==> src/rtl/aud_player_pkg.sv <==
// Shared audio package for the codec datapath.
// Holds the common PCM word width used by both the DAC-side player and the
// ADC-side recorder, plus the player's state encoding.
package aud_player_pkg;

  // PCM sample width exchanged with the codec, in bits.
  localparam int AUD_WORD_W = 16;

  // Player sequencing:
  //   ST_IDLE  - nothing in flight, output held low
  //   ST_DELAY - I2S one-bit delay slot right after an LR edge
  //   ST_SEND  - shifting the latched word out MSB first
  typedef enum logic [1:0] {
    ST_IDLE  = 2'd0,
    ST_DELAY = 2'd1,
    ST_SEND  = 2'd2
  } player_state_t;

endpackage : aud_player_pkg

==> src/rtl/aud_player.sv <==
// aud_player - I2S serial transmitter for the codec DAC path.
// Converts parallel left/right PCM samples into the DACDAT serial stream,
// timed entirely by the codec's bit clock and DAC LR clock.
//
// Ports:
//   i_bclk       - codec bit clock, the only clock (rising edge)
//   i_rst_n      - asynchronous reset, active HIGH despite the suffix
//   i_daclrck    - DAC LR clock: 0 = left half-frame, 1 = right half-frame
//   i_en         - playback enable, only looked at on LR-clock edges
//   i_dac_l      - left sample, two's complement
//   i_dac_r      - right sample, two's complement
//   o_aud_dacdat - registered serial data to the codec
module aud_player
  import aud_player_pkg::*;
#(
  parameter int WORD_W = AUD_WORD_W
) (
  input  logic              i_bclk,
  input  logic              i_rst_n,
  input  logic              i_daclrck,
  input  logic              i_en,
  input  logic [WORD_W-1:0] i_dac_l,
  input  logic [WORD_W-1:0] i_dac_r,
  output logic              o_aud_dacdat
);

  // Counter must reach WORD_W-1; one spare bit keeps the 0..WORD_W range.
  localparam int CNT_W = $clog2(WORD_W + 1);
  localparam logic [CNT_W-1:0] LAST_CNT = CNT_W'(WORD_W - 1);

  player_state_t     state_q, state_d;
  logic              lrc_q, lrc_d;
  logic [WORD_W-1:0] shift_q, shift_d;
  logic [CNT_W-1:0]  cnt_q, cnt_d;
  logic              dat_q, dat_d;
  logic              lr_edge;

  assign o_aud_dacdat = dat_q;

  // State register. Reset forces the output low immediately, even mid-word.
  always_ff @(posedge i_bclk or posedge i_rst_n) begin
    if (i_rst_n) begin
      state_q <= ST_IDLE;
      lrc_q   <= 1'b0;
      shift_q <= '0;
      cnt_q   <= '0;
      dat_q   <= 1'b0;
    end else begin
      state_q <= state_d;
      lrc_q   <= lrc_d;
      shift_q <= shift_d;
      cnt_q   <= cnt_d;
      dat_q   <= dat_d;
    end
  end

  // Next-state logic. An LR edge overrides whatever is in flight: the old
  // word is dropped and the edge is treated exactly as if we were idle.
  // The word is shifted left so the bit to send is always shift_q[MSB],
  // which is why later changes on i_dac_l/i_dac_r cannot disturb it.
  always_comb begin
    state_d = state_q;
    lrc_d   = i_daclrck;
    shift_d = shift_q;
    cnt_d   = cnt_q;
    dat_d   = 1'b0;
    lr_edge = (i_daclrck != lrc_q);

    if (lr_edge) begin
      cnt_d = '0;
      if (i_en) begin
        shift_d = i_daclrck ? i_dac_r : i_dac_l;
        state_d = ST_DELAY;
      end else begin
        state_d = ST_IDLE;
      end
    end else begin
      case (state_q)
        ST_DELAY: begin
          dat_d   = shift_q[WORD_W-1];
          shift_d = {shift_q[WORD_W-2:0], 1'b0};
          cnt_d   = '0;
          state_d = ST_SEND;
        end
        ST_SEND: begin
          // cnt counts bits already sent after the MSB; once the LSB has
          // been on the wire for a full cycle we drop back to idle.
          if (cnt_q == LAST_CNT) begin
            state_d = ST_IDLE;
          end else begin
            dat_d   = shift_q[WORD_W-1];
            shift_d = {shift_q[WORD_W-2:0], 1'b0};
            cnt_d   = cnt_q + CNT_W'(1);
          end
        end
        default: begin
          state_d = ST_IDLE;
        end
      endcase
    end
  end

endmodule : aud_player

==> config.mk <==
export PLATFORM = sky130hd
export DESIGN_NAME = aud_player
export DESIGN_NICKNAME = d
export VERILOG_FILES = /design/src/rtl/aud_player_pkg.sv /design/src/rtl/aud_player.sv
export SDC_FILE = /design/constraint.sdc
export NUM_CORES = 1
export LEC_CHECK = 0
export CAP_MARGIN = 25
export CORE_UTILIZATION = 54
export CTS_BUF_LIST = sky130_fd_sc_hd__clkbuf_8
export CTS_CLUSTER_DIAMETER = 30
export CTS_CLUSTER_SIZE = 24
export DETAILED_ROUTE_END_ITERATION = 12
export HOLD_SLACK_MARGIN = 0.03
export PLACE_DENSITY = 0.85
export SYNTH_ARGS = -nofsm -noshare
export SYNTH_HDL_FRONTEND = slang
export SYNTH_SLANG_ARGS = --single-unit
==> constraint.sdc <==
create_clock -name i_bclk -period 3.38 [get_ports i_bclk]
set_input_delay 0.676 -clock i_bclk [delete_from_list [all_inputs] [get_ports i_bclk]]
set_output_delay 0.676 -clock i_bclk [all_outputs]
set_load 0.02 [all_outputs]
==> results.sh <==
export IMPL_status="complete, no violations"
export IMPL_final_util_pct=74.6
export IMPL_tightest_slew_ps=915
export IMPL_gp_congestion=0.753
export IMPL_syn_num_nets=188
export IMPL_synth_area_um2=1510
export IMPL_crit_fanout=16
export IMPL_drc=0
export IMPL_ant_nets=0
export IMPL_hold_path_class="reg2reg"
export IMPL_num_vias=1223
export IMPL_wire_per_inst_um=14.4
export IMPL_regToRegStartpoint="cnt_q[0]$_DFFE_PP0P_"
export IMPL_root_buffer="clkbuf_8"
export IMPL_yosysTopAreaCellShare_pct=41.4
export IMPL_r2r_end="shift_q[9]$_DFFE_PP0P_"
export IMPL_critPathLaunchType="input pin"
export IMPL_clock_path_buffers=2
export IMPL_power_density_nw_per_um2=469
export IMPL_num_io_pins=37
export IMPL_finalWorstPathRequiredPeriod_ps=2580
export IMPL_coreArea_um2=2570
export IMPL_synth_seq_cells=25
export IMPL_die_h_um=54.9
export IMPL_stdcell_count=211
export IMPL_p_leak_nw=0.824
export IMPL_track_usage_pct=23.0
export IMPL_critPathKind="in2reg"
export IMPL_yosys_top_cells_area="dfrtp_1 (41%), mux2_4 (9.9%), mux2i_1 (7.3%)"
export IMPL_ys_warn_count=0
export IMPL_dp_hpwl_um=2270
export IMPL_finalPower_w=0.000898
export IMPL_totalWireLength_um=3040
export IMPL_reg2reg_depth=7
export IMPL_ys_seq_area_share_pct=41.4
export IMPL_worstSetupEndpoint="shift_q[9]$_DFFE_PP0P_"
export IMPL_critPathRequiredTime_ps=3530
export IMPL_clk_latency_ps=260
export IMPL_endpoint_kind="register"
export IMPL_drive_gt1_share_pct=9.94
export IMPL_rsz0062_at_grt="no"
export IMPL_arrival_ps=2740
export IMPL_skew_ps=1.39
export IMPL_grt_pass1_wl_um=4930
export IMPL_hold_viol=0
export IMPL_layout_commonest_cell="clkdlybuf4s50_1"
export IMPL_port_buffer_count=36
export IMPL_synth_cell_types=27
export IMPL_post_cts_buffers=0
export IMPL_hold_buffers=0
export IMPL_grt_pass1_vias=1215
export IMPL_crit_path_top_delay_cell="o21a_1"
export IMPL_max_vdd_ir_drop_uv=356
export IMPL_setup_tns_ps=0
export IMPL_diodes=0
export IMPL_viasPerCell=5.80
export IMPL_finalMaxSlewViolations=0
export IMPL_initial_core_util_pct=58.9
export IMPL_crit_chain="clkdlybuf4s50_1, xor2_2, o21a_1, mux2_1"
export IMPL_nets=222
export IMPL_synth_top_area_cell="dfrtp_1"
export IMPL_startpoint="i_daclrck"
export IMPL_grt_overflow_total=0
export IMPL_fill_cells=197
export IMPL_timing_fmax_mhz=387
export IMPL_drt_iter0_markers=17
export IMPL_layout_common_cells="clkdlybuf4s50_1 (36), dfrtp_1 (25), nor2_1 (20), mux2i_1 (11), a21oi_1 (11)"
export IMPL_finalSetupViolCount=0
export IMPL_cts_sinks=25
export IMPL_period_share_pct=76.4
export IMPL_tritoncts="built"
export IMPL_cts_htree_levels=1
export IMPL_dr_pass1_iters=4
export IMPL_max_cap_viol_count=0
export IMPL_die_w_um=54.9
export IMPL_r2r_slack_ps=890
export IMPL_avgSynthCellArea_um2=10.2
export IMPL_design_area_um2=1920
export IMPL_dp_cells=207
export IMPL_slowest_delay_ps=800
export IMPL_area_growth_pct=26.7
export IMPL_dieArea_um2=3010
export IMPL_num_rows=18
export IMPL_antenna_found_initial=0
export IMPL_dpl_instance_area_um2=1870
export IMPL_cts_clk_slew_worst_paths_ps=90
export IMPL_syn_inst=148
export IMPL_cts_repair_resized=0
export IMPL_cts_buffers=3
export IMPL_slew_headroom_pct=38.9
export IMPL_grt_max_degree=31
==> worst max-delay path: cells and delay by family <==
family                    cells  cell delay (ps)
xor gates and xnor gates      1              330
buffers and inverters         1              530
muxes                         1              390
AOI/OAI and AO/OA             1              800
==> synthesized netlist by cell type (all sizes together) <==
master,count
nor4b,1
o21a,1
nor2b,9
dfrtp,25
nand2b,2
clkbuf,4
a211oi,9
xor2,1
buf,5
mux2,16
a311oi,2
or2,1
a22oi,1
nand4b,1
nand2,5
mux2i,11
ha,4
o21ai,2
inv,8
nor3,1
o22ai,7
and3,1
nor2,20
a21oi,11
==> cell families after synthesis <==
group                      after synthesis  synth area share (%)
adders and majority gates                4                  3.31
AOI/OAI and AO/OA                       33                  13.8
buffers and inverters                   17                  5.63
xor gates and xnor gates                 1                  1.08
DFF                                     25                  41.4
muxes                                   27                  21.7
and+or+nand+nor                         41                  13.1
==> state kept, by name (all words and copies together) (netlist names) <==
| name | count |
|---|---|
| cnt_q | 5 |
| shift_q | 16 |
| lrc_q | 1 |
| state_q | 2 |
| o_aud_dacdat | 1 |
==> layout make-up <==
| type | instances | area (um^2) | share of cell area (%) |
|---|---|---|---|
| clock buffers | 3 | 41.3 | 2.16 |
| clock inverters | 1 | 5.00 | 0.261 |
| inverters | 8 | 30.0 | 1.57 |
| multi-input cells | 106 | 801 | 41.8 |
| flip-flops and latches | 25 | 626 | 32.7 |
| well taps | 30 | 37.5 | 1.96 |
| repair buffers | 38 | 375 | 19.6 |
==> power breakdown <==
group          internal, W  leakage (nW)  switching (W)
Sequential        0.000378         0.305      0.0000593
Combinational     0.000183         0.493       0.000103
Clock            0.0000824        0.0255      0.0000934
Total             0.000643         0.824       0.000256
==> routing by layer <==
metal  global-route usage, %  part of all wire (%)
met5                       0                     0
met4                    7.08                  0.76
met3                    3.83                   4.7
met2                    44.0                    53
met1                    25.6                    42
==> how the worst min path moves through the flow <==
| stage | start | to | slack [ps] | cells after the start |
|---|---|---|---|---|
| after floorplan | cnt_q[3]$_DFFE_PP0P_ | cnt_q[3]$_DFFE_PP0P_ | 450 | 1 |
| after global placement | cnt_q[3]$_DFFE_PP0P_ | cnt_q[3]$_DFFE_PP0P_ | 480 | 1 |
| after detailed placement | cnt_q[3]$_DFFE_PP0P_ | cnt_q[3]$_DFFE_PP0P_ | 490 | 1 |
| after CTS | cnt_q[3]$_DFFE_PP0P_ | cnt_q[3]$_DFFE_PP0P_ | 500 | 1 |
| after global routing | shift_q[13]$_DFFE_PP0P_ | shift_q[13]$_DFFE_PP0P_ | 540 | 1 |
| final | cnt_q[3]$_DFFE_PP0P_ | cnt_q[3]$_DFFE_PP0P_ | 510 | 1 |
==> metrics by stage <==
| stage | hold slack (ps) | setup slack [ps] |
|---|---|---|
| floorplan | 451 | 1380 |
| global placement | 484 | 551 |
| detailed placement | 489 | 501 |
| CTS | 503 | 771 |
| global route | 537 | 674 |
| finish | 510 | 796 |
(Power assumes the default switching activity.)
